## config.mk

```make
export PLATFORM = sky130hd
export DESIGN_NAME = ppu_mode_scheduler
export DESIGN_NICKNAME = d
export VERILOG_FILES = /design/src/rtl/ppu_mode_scheduler.sv
export SDC_FILE = /design/constraint.sdc
export NUM_CORES = 1
export LEC_CHECK = 0
export BUFFER_PORTS_ARGS = -buffer_cell sky130_fd_sc_hd__clkbuf_2
export CAP_MARGIN = 20
export CORE_UTILIZATION = 40
export CTS_BUF_LIST = sky130_fd_sc_hd__clkbuf_2
export DETAILED_ROUTE_END_ITERATION = 10
export SLEW_MARGIN = 40
export SYNTH_ARGS = -nofsm -noshare
export SYNTH_HDL_FRONTEND = slang
export SYNTH_SLANG_ARGS = --single-unit
```

## constraint.sdc

```tcl
create_clock -name clk -period 2.51 [get_ports clk]
set_clock_uncertainty 0.1 [all_clocks]
set_input_delay 0.3765 -clock clk [delete_from_list [all_inputs] [get_ports clk]]
set_output_delay 0.3765 -clock clk [all_outputs]
set_load 0.02 [all_outputs]
```

## src/rtl/ppu_mode_scheduler.sv

```systemverilog
// PPU scanline/frame sequencer: walks each line through OAM scan, pixel
// transfer and HBlank, runs VBlank for the trailing lines, and derives the
// STAT mode bits, interrupt pulses and CPU-access locks.
module ppu_mode_scheduler #(
    parameter int unsigned DOTS_PER_LINE = 456,
    parameter int unsigned OAM_DOTS      = 80,
    parameter int unsigned VISIBLE_LINES = 144,
    parameter int unsigned TOTAL_LINES   = 154
) (
    input  logic       clk,
    input  logic       rst_n,
    input  logic       dot_en,
    input  logic [7:0] LCDC,
    input  logic [3:0] STAT_EN,
    input  logic [7:0] LYC,
    input  logic       mode3_done,
    output logic       mode3_start,
    output logic       oam_scan_start,
    output logic [7:0] LY,
    output logic [8:0] dot_count,
    output logic [1:0] mode,
    output logic       lyc_match,
    output logic       vblank_irq,
    output logic       stat_irq,
    output logic       vram_locked,
    output logic       oam_locked,
    output logic       mode3_overrun,
    output logic       frame_start
);

    localparam logic [8:0] LP_DOT_LAST = 9'(DOTS_PER_LINE - 1);
    localparam logic [8:0] LP_OAM_END  = 9'(OAM_DOTS);
    localparam logic [7:0] LP_LY_LAST  = 8'(TOTAL_LINES - 1);
    localparam logic [7:0] LP_VIS      = 8'(VISIBLE_LINES);

    typedef enum logic [2:0] {
        ST_OFF,
        ST_OAM,
        ST_XFER,
        ST_HBLANK,
        ST_VBLANK
    } state_t;

    state_t     r_state, w_state_nxt;
    logic [7:0] r_ly, w_ly_nxt, w_ly_inc;
    logic [8:0] r_dot, w_dot_nxt;
    logic       r_oam_start, w_oam_start;
    logic       r_frame_start, w_frame_start;
    logic       r_m3_start, w_m3_start;
    logic       r_vblank, w_vblank;
    logic       r_overrun, w_overrun;
    logic       r_lyc;
    logic       r_stat_line, w_stat_line;
    logic [1:0] w_mode;
    logic       w_wrap;
    logic       w_unused_lcdc;

    assign w_unused_lcdc = &{1'b0, LCDC[6:0]};

    assign w_wrap   = (r_dot == LP_DOT_LAST);
    assign w_ly_inc = (r_ly == LP_LY_LAST) ? '0 : r_ly + 8'd1;

    // Next-state, counter and pulse decode; disable overrides everything.
    // A line wrap wins over a same-tick mode3_done so the new line still
    // starts in OAM; the done only suppresses the overrun pulse.
    always_comb begin
        w_state_nxt   = r_state;
        w_ly_nxt      = r_ly;
        w_dot_nxt     = r_dot;
        w_oam_start   = 1'b0;
        w_frame_start = 1'b0;
        w_m3_start    = 1'b0;
        w_vblank      = 1'b0;
        w_overrun     = 1'b0;
        if (!LCDC[7]) begin
            w_state_nxt = ST_OFF;
            w_ly_nxt    = '0;
            w_dot_nxt   = '0;
        end else if (r_state == ST_OFF) begin
            w_state_nxt   = ST_OAM;
            w_ly_nxt      = '0;
            w_dot_nxt     = '0;
            w_oam_start   = 1'b1;
            w_frame_start = 1'b1;
        end else begin
            if (r_state == ST_XFER && mode3_done) begin
                w_state_nxt = ST_HBLANK;
            end
            if (dot_en) begin
                if (w_wrap) begin
                    w_dot_nxt = '0;
                    w_ly_nxt  = w_ly_inc;
                    w_overrun = (r_state == ST_XFER) && !mode3_done;
                    if (w_ly_inc < LP_VIS) begin
                        w_state_nxt   = ST_OAM;
                        w_oam_start   = 1'b1;
                        w_frame_start = (w_ly_inc == '0);
                    end else begin
                        w_state_nxt = ST_VBLANK;
                        w_vblank    = (w_ly_inc == LP_VIS);
                    end
                end else begin
                    w_dot_nxt = r_dot + 9'd1;
                    if (r_state == ST_OAM && w_dot_nxt == LP_OAM_END) begin
                        w_state_nxt = ST_XFER;
                        w_m3_start  = 1'b1;
                    end
                end
            end
        end
    end

    // STAT mode decode and the combined STAT interrupt line.
    always_comb begin
        w_mode = 2'd0;
        case (r_state)
            ST_OAM:    w_mode = 2'd2;
            ST_XFER:   w_mode = 2'd3;
            ST_VBLANK: w_mode = 2'd1;
            default:   w_mode = 2'd0;
        endcase
        w_stat_line = (r_state != ST_OFF) &&
                      ((STAT_EN[3] && r_lyc) ||
                       (STAT_EN[2] && w_mode == 2'd2) ||
                       (STAT_EN[1] && w_mode == 2'd1) ||
                       (STAT_EN[0] && w_mode == 2'd0));
    end

    // State, counters, one-clock pulses, LY compare and STAT edge history.
    always_ff @(posedge clk or negedge rst_n) begin
        if (!rst_n) begin
            r_state       <= ST_OFF;
            r_ly          <= '0;
            r_dot         <= '0;
            r_oam_start   <= 1'b0;
            r_frame_start <= 1'b0;
            r_m3_start    <= 1'b0;
            r_vblank      <= 1'b0;
            r_overrun     <= 1'b0;
            r_lyc         <= 1'b0;
            r_stat_line   <= 1'b0;
        end else begin
            r_state       <= w_state_nxt;
            r_ly          <= w_ly_nxt;
            r_dot         <= w_dot_nxt;
            r_oam_start   <= w_oam_start;
            r_frame_start <= w_frame_start;
            r_m3_start    <= w_m3_start;
            r_vblank      <= w_vblank;
            r_overrun     <= w_overrun;
            r_lyc         <= (r_ly == LYC);
            r_stat_line   <= LCDC[7] ? w_stat_line : 1'b0;
        end
    end

    assign mode           = w_mode;
    assign LY             = r_ly;
    assign dot_count      = r_dot;
    assign lyc_match      = r_lyc;
    assign mode3_start    = r_m3_start;
    assign oam_scan_start = r_oam_start;
    assign frame_start    = r_frame_start;
    assign vblank_irq     = r_vblank;
    assign mode3_overrun  = r_overrun;
    assign stat_irq       = w_stat_line && !r_stat_line;
    assign vram_locked    = (r_state == ST_XFER);
    assign oam_locked     = (r_state == ST_XFER) || (r_state == ST_OAM);

endmodule

```

Word-level counts from Yosys, hierarchy flattened
Cells that the tools add are included.
{"block": "totals", "in_bits": 24, "out_inout_bits": 28, "word_cells": 87, "register_bits": 27}
{"block": "op_classes", "n_addsub": 2, "reduce_logical": 20, "n_mux": 42, "eq_ne": 12, "magnitude_cmp": 1}
{"cell": "$mux 8", "n": 5}
{"cell": "$mux 9", "n": 4}
{"cell": "$mux 1", "n": 25}
{"cell": "$mux 3", "n": 7}
{"cell": "$eq 8x8->1 const B", "n": 2}
{"cell": "$add 9x1->9 const B", "n": 1}
{"cell": "$eq 9x7->1 const B", "n": 1}
{"cell": "$eq 9x9->1 const B", "n": 1}
{"cell": "$logic_and 1x1->1", "n": 9}
{"cell": "$add 8x1->8 const B", "n": 1}
{"cell": "$eq 8x8->1", "n": 1}
{"cell": "$logic_not 8->1", "n": 1}
{"cell": "$lt 8x8->1 const B", "n": 1}
{"cell": "$pmux 2 s3", "n": 1}
{"cell": "$logic_or 1x1->1", "n": 4}
{"cell": "$eq 3x1->1 const B", "n": 1}
{"cell": "$eq 3x2->1 const B", "n": 1}
{"cell": "$eq 3x3->1 const B", "n": 1}
{"cell": "$logic_not 3->1", "n": 1}
{"cell": "$ne 3x1->1 const B", "n": 1}
{"cell": "$ne 3x2->1 const B", "n": 1}
{"cell": "$reduce_bool 3->1", "n": 1}
{"cell": "$eq 2x1->1 const B", "n": 1}
{"cell": "$eq 2x2->1 const B", "n": 1}
{"cell": "other kinds (3)", "n": 4}

Logic depth before layout (Yosys ltp)
Gate-level depths: netlist of the first run.
{"block": "depth", "word_depth": 9, "depth_mapped": 7, "depth_no_buf": 7}

Least setup slack after synthesis of the first run
Ideal clock, no wire load.
{"block": "synth_path", "path_type": "flip-flop to output port", "startpoint": "register r_state[1]", "endpoint": "output mode[1]", "t_required_ns": 2.034, "arrival_ns": 1.664, "stages_incl_launch_ff": 5, "slack_ns": 0.369, "n_path_buf": 2, "path_cell_list": "dfrtp_1 -> clkbuf_1 -> nor3b_1 -> or2_2 -> buf_4"}
{"block": "synth_between", "elab_chain_cells": 2, "elab_cells_between_ends": 4, "classes_between": "3 x eq/ne; 1 x mux"}
{"element": "from (decl)", "line": "44", "source": "state_t r_state, w_state_nxt;"}
{"element": "from (signal assigned)", "line": "143", "source": "r_state <= w_state_nxt;"}
{"element": "$eq 3x2->1"}
{"element": "via vram_locked", "line": "25", "source": "output logic vram_locked,"}
{"element": "$pmux 2 s3", "line": "116", "source": "case (r_state)"}
{"element": "to (decl)", "line": "21", "source": "output logic [1:0] mode,"}
The timed path passes the listed nets, and every way through them passes these cells.

Worst setup path after layout of the first run
{"block": "layout_path", "startpoint": "register r_state[1]", "endpoint": "output stat_irq"}
{"block": "layout_between", "elab_chain_cells": 9, "elab_cells_between_ends": 16, "classes_between": "5 x eq/ne; 1 x mux; 10 x reduce/logical"}
{"element": "$eq 3x3->1 (tied with other cells)", "line": "116"}
{"element": "$pmux 2 s3", "line": "116"}
{"element": "$eq 2x2->1", "line": "124", "source": "(STAT_EN[2] && w_mode == 2'd2) ||"}
{"element": "$logic_and 1x1->1", "line": "124"}
{"element": "$logic_or 1x1->1", "line": "123", "source": "((STAT_EN[3] && r_lyc) ||"}
{"element": "$logic_or 1x1->1", "line": "124"}
{"element": "$logic_or 1x1->1", "line": "125", "source": "(STAT_EN[1] && w_mode == 2'd1) ||"}
{"element": "$logic_and 1x1->1 *", "line": "122", "source": "w_stat_line = (r_state != ST_OFF) &&"}
{"element": "$logic_and 1x1->1 *", "line": "165", "source": "assign stat_irq = w_stat_line && !r_stat_line;"}
{"element": "to (decl)", "line": "24", "source": "output logic stat_irq,"}
Mark *: on every way between the ends. The rest lies on a longest branch, timed or not.

==> summary.md, run 1 <==
| Metric | Value |
|---|---|
| Tmin final | 2.29 ns |
| Top cell type's share of synthesized area | 38.9% |
| Clock Tree Buf Depth | 2 |
| CTS tree | built |
| VDD IR max | 144 uV |
| Root buffer cell | clkbuf_2 |
| Status | complete, no violations |
| Hpwl dp | 2800 um |
| Number of global-route vias before repair | 1317 |
| Ys flop type | dfrtp_1 |
| Finished Core Util | 49.9% |
| Die height | 67.9 um |
| Data required, critical path | 2.03 ns |
| CTS Buf Count | 3 |
| Drt drc | 0 |
| Clk_lat worst skew | 0.36 ns |
| Drt wl/cell | 13.7 um |
| Finished Layout Cells | 283 |
| Crit start category | register |
| Top Ports | 52 |
| Mapped Cells | 190 |
| Tcrit/Tclk final | 91.1% |
| RSZ-0062 raised after global routing | no |
| EDFF count, synth | 0 |
| Critical path class | register to primary output |
| Diodes inserted | 0 |
| Gpl congestion | 0.790 |
| Syn nets | 218 |
| Total die area | 4610 um2 |
| Worst Tran Pin Value | 0.698 ns |
| Power per cell area | 350 nW/um2 |
| Die Wd | 67.9 um |
| Yosys warnings | 0 |
| Top fanout value on the critical path | 10 |
| FP Rows | 23 |
| Iter 0 DRT Violations | 78 |
| Vias | 1507 |
| Initial Util | 42.5% |
| First-pass GRT wire length | 6250 um |
| Routed wire length | 3870 um |
| Sequential area share after synthesis | 38.9% |
| Final setup fails | 0 |
| GRT overflow | 0 |
| Mapped cell area | 1740 um2 |
| Final hold violations | 0 |
| Crit path DAT | 1.81 ns |
| Post-Place Cells | 278 |
| Synth area leaders | dfrtp_1 39%, xnor2_1 5.6%, nor2_1 3.9% |
| Clock sink count | 27 |
| Port Buffer Count | 44 |
| Avg Inst Size Synth | 9.13 um2 |
| Slew Viols, Final | 0 |
| Fin nets | 262 |
| Flops & latches, synth | 27 |
| Setup TNS | 0 ns |
| Power, Total | 0.714 mW |
| Rel. slew slack | 53.5% |
| Reg clk slew, reported paths | 0.27 ns |
| Async S/R FF share, synth | 100% |
| Fmax | 437 MHz |
| Layout cells sized above 1 | 27.5% |
| Antenna violations before repair | 0 |
| Worst Hold Class | primary input to register |
| Max-cap violation count | 0 |
| Cell taking the most area after synthesis | dfrtp_1 |
| Total Routing Usage GR | 18.0% |
| Drt via density | 5.33 |
| ANT nets after route | 0 |
| CP endpoint kind | primary output |
| Netlist cell types | 52 |
| Leakage | 0.953 nW |
| DR pass1 iterations | 4 |
| Pin count of the biggest net entering global routing | 28 |
| CTS HTree Levels | 1 |
| P&R area growth vs syn | 17.5% |
| Placeable Area | 4090 um2 |
==> logic make-up (layout without fill, tap and decap cells) <==
family	count (synthesis)	after routing	share of synthesized area [%]
AO/OA/AOI/OAI	44	44	17.3
adder cells (fa/ha/maj)	4	4	2.88
AND/OR/NAND/NOR	75	75	23.9
multiplexers	6	6	3.53
flip-flops	27	27	38.9
buffers and inverters	16	59	4.33
XOR/XNOR	18	18	9.08
==> metal layers <==
metal	share of wire, %	vias up	GRT usage, %
met4	1.2	0	6.51
met5	0	-	0
li1	-	768	-
met2	43	26	26.1
met3	3.4	6	3.00
met1	52	707	26.5
==> path summary, 6_finish.rpt <==
path / slack (ns) / to / startpoint / cells after the start
min in group asynchronous: 0.44 / lyc_match / rst_n / 2
max in group asynchronous: 1.43 / dot_count[6] / rst_n / 2
min reg2reg: 0.50 / dot_count[0] / dot_count[0] / 1
min: 0.14 / lyc_match / LYC[7] / 4
max reg2reg: 0.31 / r_state[0] / LY[0] / 6
max: 0.22 / stat_irq / r_state[1] / 6
==> critical path: stages (launching register included) <==
cell      delay [ns]
dfrtp_1         0.60
nor3_2          0.11
a21oi_1         0.14
nand2_1         0.07
a221oi_1        0.31
nor3_1          0.08
clkbuf_2        0.16
==> power breakdown <==
group          switching [mW]  total, mW  internal [mW]
registers             0.00478      0.446          0.441
logic                  0.0539     0.0913         0.0374
clock network           0.134      0.176         0.0420
==> cells in the mapped netlist (2+ instances only) <==
master / instances
nor2_1: 18
and2_1: 3
a21oi_1: 5
nand4_1: 5
ha_1: 4
o21a_1: 2
o31ai_1: 4
dfrtp_1: 27
a22o_1: 2
nor2b_1: 3
o22ai_1: 2
mux2i_1: 5
nor4b_1: 2
nor3b_1: 3
a31oi_1: 3
buf_2: 3
and3_1: 3
inv_1: 5
xor2_1: 7
o31a_1: 2
xnor2_1: 11
nor3_1: 3
o21ai_0: 12
clkbuf_1: 6
nand2_1: 16
nand3_1: 8
==> placed cells by master (no fill, tap or decap), types with 4 or more instances in the layout <==
master,Yosys,layout
o21ai_0,12,12
nand3_1,8,8
inv_1,5,5
clkbuf_2,0,48
ha_1,4,4
xnor2_1,11,11
o31ai_1,4,4
buf_4,1,5
dfrtp_1,27,27
nand4_1,5,5
nand2_1,16,16
a21oi_1,5,5
mux2i_1,5,5
nor2_1,18,18
xor2_1,7,7
==> cell type report <==
class                   instances  area [um2]
repair buffers                 50         268
well taps                      50        62.6
fillers                       403        2050
clock buffers                   4        20.0
inverters                       5        18.8
flip-flops and latches         27         676
multi-input cells             147         995
==> through the flow <==
step                      setup WS, ns  hold WS (ns)  area (um2)
after CTS                        0.132         0.127        2030
after global routing            0.0392        0.0965        2040
after detailed placement         0.400         0.355        2000
final                            0.223         0.139        2040
after floorplan                  0.369       -0.0191        1740
after global placement           0.387         0.351        2000
==> state kept, by name (all words and copies together) (netlist names) <==
name            count
mode3_start         1
LY                  8
r_stat_line         1
oam_scan_start      1
r_state             3
mode3_overrun       1
frame_start         1
vblank_irq          1
dot_count           9
lyc_match           1
==> repair_timing <==
item                       CTS  global route
hold endpoints to repair    27             0
gates resized for setup      0             2
setup buffers                0             0
hold buffers                 1             0
setup endpoints to repair    0             1
Note: power is estimated with default switching activity, not from simulation.
==> run 2, diff against run 1 <==
--- a/config.mk
+++ b/config.mk
@@ -5,6 +5,7 @@
 export SDC_FILE = /design/constraint.sdc
 export NUM_CORES = 1
 export LEC_CHECK = 0
+export ABC_AREA = 1
 export BUFFER_PORTS_ARGS = -buffer_cell sky130_fd_sc_hd__clkbuf_2
 export CAP_MARGIN = 20
 export CORE_UTILIZATION = 40
==> run 2 against run 1 <==
Compared with the run above: register-to-register slack improved by 0.32 ns; setup slack improved by 0.073 ns; maximum frequency up 3.3%; total power grew 3.6%; combinational power is 29% higher; wire length is 3.2% lower; synthesized area up 0.87%; flip-flop and latch count did not move; synthesized cell count grew 20%; sequential share of layout area stayed put; sequential power barely moved; critical path depth is 1 higher.
==> summary.md, run 2 <==
| Metric | Value |
|---|---|
| Status | complete, no violations |
| PnR worst setup slack | 0.296 ns |
| Gpl congestion | 0.797 |
| P_int | 0.525 mW |
| Mapped cell area | 1750 um2 |
| Hpwl dp | 2940 um |
| Critical path class | register to primary output |
| CTS HTree Levels | 1 |
| GRT overflow | 0 |
| Sw Share | 29.1% |
| Pin count of the biggest net entering global routing | 28 |
| Power, Total | 0.739 mW |
| First-pass GRT wire length | 6180 um |
| Syn nets | 256 |
| Netlist cell types | 32 |
| Seq pwr share | 60.7% |
| Drt wl/cell | 11.5 um |
| Drt via density | 4.80 |
| Top fanout value on the critical path | 5 |
| Data required, critical path | 2.03 ns |
| Max-cap violation count | 0 |
| Tcrit/Tclk final | 88.2% |
| Diodes inserted | 0 |
| Yosys warnings | 0 |
| Sequential area share after synthesis | 38.6% |
| Clock share of power | 23.4% |
| Final hold violations | 0 |
| CTS tree | built |
| Clock Tree Buf Depth | 2 |
| Commonest non-fill, non-tap cells in the layout | 50 x nand2_1, 48 x clkbuf_2, 32 x inv_1 |
| Total die area | 4640 um2 |
| Finished Layout Cells | 324 |
| Avg Inst Size Synth | 7.68 um2 |
| Fmax | 452 MHz |
| Async S/R FF share, synth | 100% |
| Placeable Area | 4090 um2 |
| Rel. slew slack | 54.3% |
| FP Rows | 23 |
| Fin nets | 303 |
| Cell taking the most area after synthesis | dfrtp_1 |
| Layout cells sized above 1 | 27.7% |
| Vias | 1554 |
| Most instantiated cells after synthesis | 50 x nand2_1, 32 x inv_1, 27 x dfrtp_1, 21 x nand3_1, 13 x nor2_1 |
| Die height | 68.2 um |
| Crit path DAT | 1.74 ns |
| VDD IR max | 143 uV |
| Flops & latches, synth | 27 |
| Post-Place Cells | 319 |
| Final setup fails | 0 |
| Routed wire length | 3740 um |
| Most common cell after layout, fill and taps aside | nand2_1 |
| Clk_lat worst skew | 0.35 ns |
| Total Routing Usage GR | 17.9% |
| Count leader, synth | nand2_1 |
| Synth area leaders | dfrtp_1 39%, nand2_1 11%, inv_1 6.9% |
| Leakage | 1.06 nW |
| CP endpoint kind | primary output |
| Gate power share | 15.9% |
| CTS Buf Count | 3 |
| Top cell type's share of synthesized area | 38.6% |
| Pre-CTS setup slack | 0.672 ns |
| Iter 0 DRT Violations | 72 |
| Drt drc | 0 |
| P&R area growth vs syn | 16.5% |
| Number of global-route vias before repair | 1377 |
| Setup TNS | 0 ns |
| ANT nets after route | 0 |
| Root buffer cell | clkbuf_2 |
| Ys flop type | dfrtp_1 |
| Port Buffer Count | 44 |
| Initial Util | 42.8% |
| Worst Tran Pin Value | 0.686 ns |
| Power per cell area | 363 nW/um2 |
| Clock sink count | 27 |
| Largest register FFs | 9 |
| Worst Hold Class | primary input to register |
| Reg clk slew, reported paths | 0.25 ns |
| EDFF count, synth | 0 |
| Antenna violations before repair | 0 |
| Mapped Cells | 228 |
| Crit start category | register |
| DR pass1 iterations | 4 |
| Hold WS | 0.0604 ns |
| P_sw | 0.215 mW |
| RSZ-0062 raised after global routing | no |
| Postcts setup bufs | 0 |
| Slew Viols, Final | 0 |
| Tmin final | 2.21 ns |
| Top Ports | 52 |
| Die Wd | 68.2 um |
==> run 2: cell types whose count changed in the layout (fill, tap and decap cells not counted), moves of 4 or more <==
cell     change
nand2_1     +34
inv_1       +27
nand3_1     +13
o21ai_1      +9
nand2_2      +7
o21ai_0      -7
buf_4        -5
mux2i_1      -5
nand3_2      +5
nor2_1       -5
nor2_2       +5
inv_2        +4
nor2_4       +4
==> run 2: cells by family after synthesis <==
group	after synthesis	synth area share, %
DFF	27	38.6
and+or+nand+nor	117	34.0
xor gates and xnor gates	13	6.50
buffers and inverters	40	9.29
AOI/OAI and AO/OA	27	8.72
adders and majority gates	4	2.86
==> run 2: worst max-delay path, stage by stage (launching register included) <==
cell and delay [ns]:
dfrtp_1 0.47, inv_1 0.10, nand3_1 0.16, nand2_1 0.11, nor2_1 0.11, a21oi_1 0.08
nor3b_1 0.17, clkbuf_2 0.19
==> run 2: per-layer routing <==
metal	global-route usage (%)	part of all wire (%)	vias to the layer above	routed length, um
met5	0	0	-	0
met4	4.69	0.56	0	21
met3	3.00	3.3	2	123
met2	31.3	48	29	1800
met1	22.6	48	700	1800
li1	-	-	823	-
==> run 2: repair_timing <==
| action | CTS | global route |
|---|---|---|
| resized for setup | 0 | 0 |
| endpoints found under the hold margin | 27 | 0 |
| hold buffers | 1 | 0 |
==> run 2: through the flow <==
step | utilization, % | cell area [um2]
detailed placement | 49.2 | 2010
floorplan | - | 1750
finish | 49.9 | 2040
CTS | 49.9 | 2040
global placement | 49.2 | 2010
global route | 49.9 | 2040
==> run 2: cell type report <==
class / instances / area (um2)
flip-flops and latches: 27 / 676
repair buffers: 45 / 230
inverters: 37 / 139
clock buffers: 4 / 20.0
fillers: 422 / 2050
well taps: 50 / 62.6
multi-input cells: 161 / 912
==> run 2: power groups by stage <==
| stage | clock network (mW) | logic (mW) | registers, mW |
|---|---|---|---|
| CTS | 0.182 | 0.120 | 0.449 |
| global route | 0.203 | 0.132 | 0.450 |
| finish | 0.173 | 0.118 | 0.449 |
| global placement | 0 | 0.118 | 0.456 |
| floorplan | 0 | 0.0672 | 0.462 |
| detailed placement | 0 | 0.118 | 0.456 |
==> run 2: path summary, 6_finish.rpt <==
path | endpoint | depth (start not counted) | slack [ns] | start
min in group asynchronous | dot_count[8] | 2 | 0.44 | rst_n
min reg2reg | dot_count[0] | 1 | 0.48 | dot_count[0]
max in group asynchronous | r_state[0] | 2 | 1.43 | rst_n
min | mode3_overrun | 2 | 0.06 | mode3_done
max reg2reg | LY[2] | 9 | 0.63 | dot_count[0]
max | stat_irq | 7 | 0.30 | r_state[2]
